$ cat src/rtl/alu_iter.sv
// alu_iter: multi-cycle per-lane ALU with a start/busy/done handshake.
// ADD, SUB, MUL and compare complete in one EXEC cycle. DIV runs an
// iterative restoring divider that produces one quotient bit per cycle.
// A predicate gate can skip an op. A skipped op still pulses done, but the
// result registers keep their old values.
// Optional feature (macro ALU_ITER_REM_EN): adds the alu_rem output, which
// carries the remainder of the last executed DIV.
module alu_iter #(
  parameter int DATA_WIDTH = 8,
  parameter int PRED_WIDTH = 4
) (
  input  logic                  clk,
  input  logic                  reset,
  input  logic                  enable,
  input  logic                  start,
  input  logic [1:0]            decoded_alu_arithmetic_mux,
  input  logic                  decoded_alu_output_mux,
  input  logic                  decoded_always_execute,
  input  logic                  decoded_predicate_on,
  input  logic [PRED_WIDTH-1:0] predicate,
  input  logic [DATA_WIDTH-1:0] rs,
  input  logic [DATA_WIDTH-1:0] rt,
  output logic                  busy,
  output logic                  done,
  output logic [DATA_WIDTH-1:0] alu_out,
  output logic                  div_by_zero
`ifdef ALU_ITER_REM_EN
  ,
  output logic [DATA_WIDTH-1:0] alu_rem
`endif
);

  localparam int CNT_W = (DATA_WIDTH > 2) ? $clog2(DATA_WIDTH) : 1;
  localparam logic [CNT_W-1:0] CNT_LOAD = CNT_W'(DATA_WIDTH - 1);

  typedef enum logic [1:0] {
    S_IDLE    = 2'd0,
    S_EXEC    = 2'd1,
    S_DIV_RUN = 2'd2,
    S_DONE    = 2'd3
  } state_t;

  state_t state_q;

  // Operands and decoded fields captured when start is accepted.
  logic [1:0]            op_q;
  logic                  cmp_q;
  logic                  exec_q;
  logic [DATA_WIDTH-1:0] a_q;
  logic [DATA_WIDTH-1:0] b_q;

  // Divider working registers.
  logic [DATA_WIDTH-1:0] rem_q;
  logic [DATA_WIDTH-1:0] quo_q;
  logic [CNT_W-1:0]      cnt_q;
  logic                  fin_q;

  // Registered outputs.
  logic                  busy_q;
  logic                  done_q;
  logic [DATA_WIDTH-1:0] alu_out_q;
  logic                  dbz_q;
`ifdef ALU_ITER_REM_EN
  logic [DATA_WIDTH-1:0] alu_rem_q;
`endif

  // Decode of the live inputs, used only at start acceptance.
  logic exec_cond_s;
  logic is_div_s;
  logic rt_zero_s;
  // Decode of the latched op.
  logic op_is_div_s;
  logic [DATA_WIDTH-1:0] op_result_s;
  // Next values for one restoring-divider step.
  logic [DATA_WIDTH:0]   shift_s;
  logic [DATA_WIDTH:0]   diff_s;
  logic [DATA_WIDTH-1:0] rem_d;
  logic [DATA_WIDTH-1:0] quo_d;

  assign exec_cond_s = decoded_always_execute | ~decoded_predicate_on |
                       (predicate != {PRED_WIDTH{1'b0}});
  assign is_div_s    = ~decoded_alu_output_mux & (decoded_alu_arithmetic_mux == 2'b11);
  assign rt_zero_s   = (rt == {DATA_WIDTH{1'b0}});
  assign op_is_div_s = ~cmp_q & (op_q == 2'b11);

  // Single-cycle result of the latched op. A DIV that reaches this path can
  // only be a divide by zero, so it yields all ones.
  always_comb begin
    op_result_s = {DATA_WIDTH{1'b0}};
    if (cmp_q) begin
      op_result_s = {{(DATA_WIDTH-1){1'b0}}, (a_q < b_q)};
    end else begin
      case (op_q)
        2'b00:   op_result_s = a_q + b_q;
        2'b01:   op_result_s = a_q - b_q;
        2'b10:   op_result_s = a_q * b_q;
        2'b11:   op_result_s = {DATA_WIDTH{1'b1}};
        default: op_result_s = {DATA_WIDTH{1'b0}};
      endcase
    end
  end

  // One restoring step: shift in the next dividend bit, then subtract the divisor if it fits.
  always_comb begin
    shift_s = {rem_q, quo_q[DATA_WIDTH-1]};
    diff_s  = shift_s - {1'b0, b_q};
    if (!diff_s[DATA_WIDTH]) begin
      rem_d = diff_s[DATA_WIDTH-1:0];
      quo_d = {quo_q[DATA_WIDTH-2:0], 1'b1};
    end else begin
      rem_d = shift_s[DATA_WIDTH-1:0];
      quo_d = {quo_q[DATA_WIDTH-2:0], 1'b0};
    end
  end

  // Control FSM plus result registers. When enable is low, all state is frozen.
  always_ff @(posedge clk or posedge reset) begin
    if (reset) begin
      state_q   <= S_IDLE;
      op_q      <= 2'b00;
      cmp_q     <= 1'b0;
      exec_q    <= 1'b0;
      a_q       <= {DATA_WIDTH{1'b0}};
      b_q       <= {DATA_WIDTH{1'b0}};
      rem_q     <= {DATA_WIDTH{1'b0}};
      quo_q     <= {DATA_WIDTH{1'b0}};
      cnt_q     <= {CNT_W{1'b0}};
      fin_q     <= 1'b0;
      busy_q    <= 1'b0;
      done_q    <= 1'b0;
      alu_out_q <= {DATA_WIDTH{1'b0}};
      dbz_q     <= 1'b0;
`ifdef ALU_ITER_REM_EN
      alu_rem_q <= {DATA_WIDTH{1'b0}};
`endif
    end else if (enable) begin
      case (state_q)
        S_IDLE: begin
          if (start) begin
            op_q   <= decoded_alu_arithmetic_mux;
            cmp_q  <= decoded_alu_output_mux;
            exec_q <= exec_cond_s;
            a_q    <= rs;
            b_q    <= rt;
            busy_q <= 1'b1;
            if (is_div_s && exec_cond_s && !rt_zero_s) begin
              state_q <= S_DIV_RUN;
              rem_q   <= {DATA_WIDTH{1'b0}};
              quo_q   <= rs;
              cnt_q   <= CNT_LOAD;
              fin_q   <= 1'b0;
            end else begin
              state_q <= S_EXEC;
            end
          end
        end
        S_EXEC: begin
          state_q <= S_DONE;
          done_q  <= 1'b1;
          if (exec_q) begin
            alu_out_q <= op_result_s;
            dbz_q     <= op_is_div_s;
`ifdef ALU_ITER_REM_EN
            if (op_is_div_s) begin
              alu_rem_q <= a_q;
            end
`endif
          end
        end
        S_DIV_RUN: begin
          if (fin_q) begin
            // After all quotient bits are formed, commit the result.
            state_q   <= S_DONE;
            done_q    <= 1'b1;
            alu_out_q <= quo_q;
            dbz_q     <= 1'b0;
            fin_q     <= 1'b0;
`ifdef ALU_ITER_REM_EN
            alu_rem_q <= rem_q;
`endif
          end else begin
            rem_q <= rem_d;
            quo_q <= quo_d;
            if (cnt_q == {CNT_W{1'b0}}) begin
              fin_q <= 1'b1;
            end else begin
              cnt_q <= cnt_q - {{(CNT_W-1){1'b0}}, 1'b1};
            end
          end
        end
        S_DONE: begin
          state_q <= S_IDLE;
          done_q  <= 1'b0;
          busy_q  <= 1'b0;
        end
        default: begin
          state_q <= S_IDLE;
          done_q  <= 1'b0;
          busy_q  <= 1'b0;
        end
      endcase
    end
  end

  assign busy        = busy_q;
  assign done        = done_q;
  assign alu_out     = alu_out_q;
  assign div_by_zero = dbz_q;
`ifdef ALU_ITER_REM_EN
  assign alu_rem     = alu_rem_q;
`endif

endmodule

$ cat config.mk
export PLATFORM = sky130hd
export DESIGN_NAME = alu_iter
export DESIGN_NICKNAME = d
export VERILOG_FILES = /design/src/rtl/alu_iter.sv
export SDC_FILE = /design/constraint.sdc
export NUM_CORES = 1
export LEC_CHECK = 0
export ABC_AREA = 1
export BUFFER_PORTS_ARGS = -buffer_cell sky130_fd_sc_hd__buf_2
export CAP_MARGIN = 20
export CORE_MARGIN = 4
export CORE_UTILIZATION = 50
export DETAILED_ROUTE_END_ITERATION = 16
export PLACE_DENSITY = 0.73
export RECOVER_POWER = 100
export SYNTH_ARGS = -nofsm -noshare
export SYNTH_HDL_FRONTEND = slang
export SYNTH_SLANG_ARGS = --single-unit
$ cat constraint.sdc
create_clock -name clk -period 12.3 [get_ports clk]
set_input_delay 0.615 -clock clk [delete_from_list [all_inputs] [get_ports clk]]
set_output_delay 0.615 -clock clk [all_outputs]
set_load 0.01 [all_outputs]
# Word-level counts from Yosys, hierarchy flattened
# Index checks and enable logic that the tools add are counted.
# op_classes
n_addsub,4
n_mul,1
order_cmp,1
n_eq_ne,13
muxes,36
n_bitwise,7
reduce_logical,20
# ops
operator,n
two-way mux 8 bit,10
case mux 8 bit (2 select lines),3
case mux 8 bit (4 select lines),1
two-way mux 3 bit,4
"inequality test 2 bit, second input constant",6
AND reduction 3 bit,4
"== test 2 bit, second input constant",5
two-way mux 1 bit,9
subtractor 9 x 8 -> 9 bit,1
adder 8 bit,1
logical NOT 8 bit,1
less-than comparator 8 bit,1
multiplier 8 x 8 -> 8 bit,1
case mux 2 bit (4 select lines),1
AND reduction 4 bit,2
subtractor 8 bit,1
two-way mux 2 bit,3
case mux 1 bit (2 select lines),3
case mux 3 bit (2 select lines),1
AND reduction 6 bit,1
nonzero test 2 bit,3
AND reduction 5 bit,1
"== test 2 x 1 -> 1 bit, second input constant",2
logical NOT 2 bit,2
other kinds (10),15
# totals
ff_bits,53
out_inout_bits,11
word_cells,96

# Logic depth before layout (Yosys ltp)
# logic_depth
ltp_word,8
ltp_mapped,22
mapped_depth_nobuf,22

# Worst setup path before layout
# Ideal clock, no wire load.
# synth_path
kind,reg2reg
from,register a_q[1]
to,"register alu_out_q[7], in the netlist alu_out[7]"
arrival_ps,3744
required_ps,12177
path_slack_ps,8433
path_stages_with_launch,22
period_less_slack_ps,3867
cell_sequence,dfrtp_1 -> nand2_1 -> fa_1 -> fa_1 -> inv_1 -> fa_1 -> inv_1 -> fa_1 -> inv_1 -> ha_1 -> nand2_1 -> nand2_1 -> nor2_1 -> nand2_1 -> nand2_1 -> inv_1 -> nand2_1 -> nand2_1 -> nand2_1 -> nand3_1 -> nand2_1 -> a21oi_1
# synth_between
elab_chain_cells,5
# synth_rtl
element,line,source
from (decl),49,logic [DATA_WIDTH-1:0] a_q;
from (signal assigned),123,a_q <= {DATA_WIDTH{1'b0}};
from (signal assigned),143,a_q <= rs;
"multiplier 8 x 8 -> 8 bit, or another cell as far along",96,2'b10: op_result_s = a_q * b_q;
case mux 8 bit (4 select lines) *,93,case (op_q)
two-way mux 8 bit *,90,if (cmp_q) begin
two-way mux 8 bit *,160,if (exec_q) begin
case mux 8 bit (2 select lines) *,137,case (state_q)
to (signal assigned),131,alu_out_q <= {DATA_WIDTH{1'b0}};
to (signal assigned),161,alu_out_q <= op_result_s;
to (signal assigned),175,alu_out_q <= quo_q;
to (decl),61,logic [DATA_WIDTH-1:0] alu_out_q;
# Mark *: on every way between the ends. The rest lies on a longest branch, timed or not. The select of a mux whose other input is x is not followed.
# A chain may end at the register's enable or synchronous reset.

# Worst setup path after layout
# Ends and elaborated chain as after synthesis.

==> results.sh <==
export IMPL_die_h_um=105.2
export IMPL_max_stage_delay_ns=0.62
export IMPL_syn_to_final_growth_pct=6.305
export IMPL_power_density_mw_per_mm2=307.8
export IMPL_power_w=0.001546
export IMPL_synthesis_area_mm2=0.004723
export IMPL_violations="max-capacitance violations, max-slew violations"
export IMPL_setup_violations=0
export IMPL_post_cts_resized=0
export IMPL_viasPerCell=5.254
export IMPL_setup_slack_ns=8.146
export IMPL_gp_congestion=0.9791
export IMPL_place_ws_ns=8.149
export IMPL_initialDrtViolationCount=231
export IMPL_io_pins=40
export IMPL_antenna_left=0
export IMPL_drive_above_1_share=0.07000
export IMPL_clock_path_buffers=2
export IMPL_drt_wl_total_um=11930
export IMPL_clock_skew_ns=0.004824
export IMPL_antenna_cells=0
export IMPL_ys_seq_area_frac=0.2808
export IMPL_dpl_instance_area_mm2=0.004986
export IMPL_clock_sinks=53
export IMPL_initial_core_util=0.5136
export IMPL_dp_hpwl_um=9679
export IMPL_critPathTopFamily="adder cells"
export IMPL_drt_first_pass_iters=4
export IMPL_die_x_um=105.2
export IMPL_tns_ns=0
export IMPL_start_kind="flip-flop"
export IMPL_grt_pass1_wl_um=20290
export IMPL_ir_worst_vdd_v=0.0001351
export IMPL_slowest_stage="dfrtp_1"
export IMPL_rsz0062_at_grt="no"
export IMPL_cp_arrival_ns=4.35
export IMPL_nFillCells=923
export IMPL_crit_path_end_kind="flip-flop"
export IMPL_syn_nets=757
export IMPL_leakage_nw=2.898
export IMPL_worst_ep_required_time_ns=12.49
export IMPL_nets=789
export IMPL_synthArstFlopShare=1.000
export IMPL_cts_root_buf="clkbuf_8"
export IMPL_cap_violations=1
export IMPL_tightestPinTransition_ns=2.931
export IMPL_max_freq_ghz=0.2407
export IMPL_overflow=0
export IMPL_finalHoldViolCount=0
export IMPL_core_area_mm2=0.009196
export IMPL_antenna_found_initial=0
export IMPL_clk_pin_slew_ns=0.10
export IMPL_io_buffers=39
export IMPL_period_minus_slack_ns=4.154
export IMPL_vias=4261
export IMPL_grt_max_degree=54
export IMPL_cts_made_buffers=5
export IMPL_cpMostUsedCell="nand2_1"
export IMPL_synth_edf_count=0
export IMPL_yosysWarnings=0
export IMPL_drc=0
export IMPL_row_count=35
export IMPL_die_area_mm2=0.01107
export IMPL_final_common_cell="nand2_1"
export IMPL_clock_latency_ns=0.31
export IMPL_cts_tree="done"
export IMPL_critPathBufInv=4
export IMPL_post_cts_buffers=0
export IMPL_ctsHoldBuffers=0
export IMPL_status="finished with violations"
export IMPL_synth_avg_cell_area_um2=7.071
export IMPL_ys_flop_type="dfrtp_1"
export IMPL_grt_util_all_layers=0.2261
export IMPL_crit_chain="nand2_1 -> fa_1 -> fa_1 -> inv_1 -> fa_1 -> inv_1 -> fa_1 -> inv_1 -> ha_1 -> nand2_1 -> nand2_1 -> nor2_1 -> nand2_1 -> nand2_1 -> inv_1 -> nand2_1 -> nand2_1 -> nand2_1 -> nand3_1 -> nand2_1 -> a21oi_1"
export IMPL_grt_pass1_vias=4258
export IMPL_ys_ff_latch=53
export IMPL_syn_inst=668
export IMPL_slew_violations=54
export IMPL_slew_headroom=-0.9537
export IMPL_design_area_mm2=0.005021
export IMPL_crit_path_max_fanout=11
export IMPL_criticalPathCategory="flip-flop to flip-flop"
export IMPL_cts_max_level=2
export IMPL_hp_class="flip-flop to flip-flop"
export IMPL_fin_crit_sh=0.3377
export IMPL_wire_per_inst_um=14.71
export IMPL_layout_common_cells="nand2_1, inv_1, nor2_1, dfrtp_1, ha_1"
export IMPL_yosys_cell_types_count=39
cells by family (layout without fill, tap and decap cells):
group	after synthesis	in the layout	synth area share
AO/OA/AOI/OAI	92	92	0.1147
AND/OR/NAND/NOR	315	315	0.2795
flip-flops	53	53	0.2808
buffers and inverters	131	163	0.1107
adder cells (fa/ha/maj)	60	60	0.1828
XOR/XNOR	17	17	0.03152
where the power goes:
group	switching (W)	internal, W	total, W
sequential	0.0000965	0.000251	0.000348
combinational	0.000697	0.000398	0.00109
clock	0.0000632	0.0000396	0.000103
total	0.000857	0.000689	0.00155
final cells by class:
class / instances / area, um^2 / area share
clock inverter: 2 / 13.76 / 0.002741
multi-input combinational: 484 / 2853 / 0.5682
clock buffer: 5 / 68.82 / 0.01371
timing repair buffer: 41 / 188.9 / 0.03763
tap: 111 / 138.9 / 0.02766
sequential: 53 / 1326 / 0.2641
inverter: 115 / 431.7 / 0.08597
worst reg2reg max path: cells and delay by family (launching register included):
kind | cells | cell delay (ns)
buf+inv | 4 | 0.19
compound gates | 1 | 0.05
simple gates | 11 | 0.83
fa+ha+maj | 5 | 2.34
flops | 1 | 0.62
through the flow:
stage               cells  hold slack, ns    util
floorplan             668          0.4417       -
global placement      804          0.4601  0.5422
detailed placement    804          0.4649  0.5422
CTS                   811          0.4892  0.5512
global route          811          0.5250  0.5460
finish                811          0.4848  0.5460
synth_stat cells, types with 4 or more instances:
master    count  share of area
inv_1       114          0.091
nand2_1     197           0.16
nand2_2       4         0.0053
o211ai_1      5         0.0079
a21oi_1      27          0.029
a31oi_1       4         0.0053
nand3_1      38          0.040
dfrtp_1      53           0.28
o21ai_0      34          0.036
nor2_1       51          0.041
nand4_1       9          0.012
nor3_1        4         0.0042
xor2_1       11          0.020
xnor2_1       6          0.011
o21ai_1       7         0.0074
ha_1         45           0.12
buf_2        12          0.013
or2_2         4         0.0053
fa_1         15          0.064
routing by layer:
metal / part of all wire / GRT usage / routed length (um) / up-vias
li1: - / - / - / 2164
met5: 0 / 0 / 0 / -
met1: 0.45 / 0.2977 / 5386 / 2006
met3: 0.045 / 0.02656 / 535 / 12
met4: 0.013 / 0.04780 / 161 / 0
met2: 0.49 / 0.3980 / 5847 / 79
path summary, 6_finish.rpt:
check | from | to | slack [ns] | cells past startpoint
max | a_q[1]$_DFFE_PP0P_ | alu_out[7]$_DFFE_PP0P_ | 8.15 | 21
min | exec_q$_DFFE_PP0P_ | exec_q$_DFFE_PP0P_ | 0.48 | 2
max reg2reg | a_q[1]$_DFFE_PP0P_ | alu_out[7]$_DFFE_PP0P_ | 8.15 | 21
min reg2reg | exec_q$_DFFE_PP0P_ | exec_q$_DFFE_PP0P_ | 0.48 | 2
max in group asynchronous | reset | alu_out[7]$_DFFE_PP0P_ | 9.26 | 3
min in group asynchronous | reset | rem_q[4]$_DFFE_PP0P_ | 1.38 | 3
state kept, by name, summed over array words and instances, names as in the netlist:
signal       flops
a_q              8
alu_out          8
b_q              8
quo_q            8
rem_q            8
cnt_q            3
op_q             2
state_q          2
busy             1
cmp_q            1
div_by_zero      1
done             1
exec_q           1
fin_q            1
Note: power is estimated with default switching activity, not from simulation.
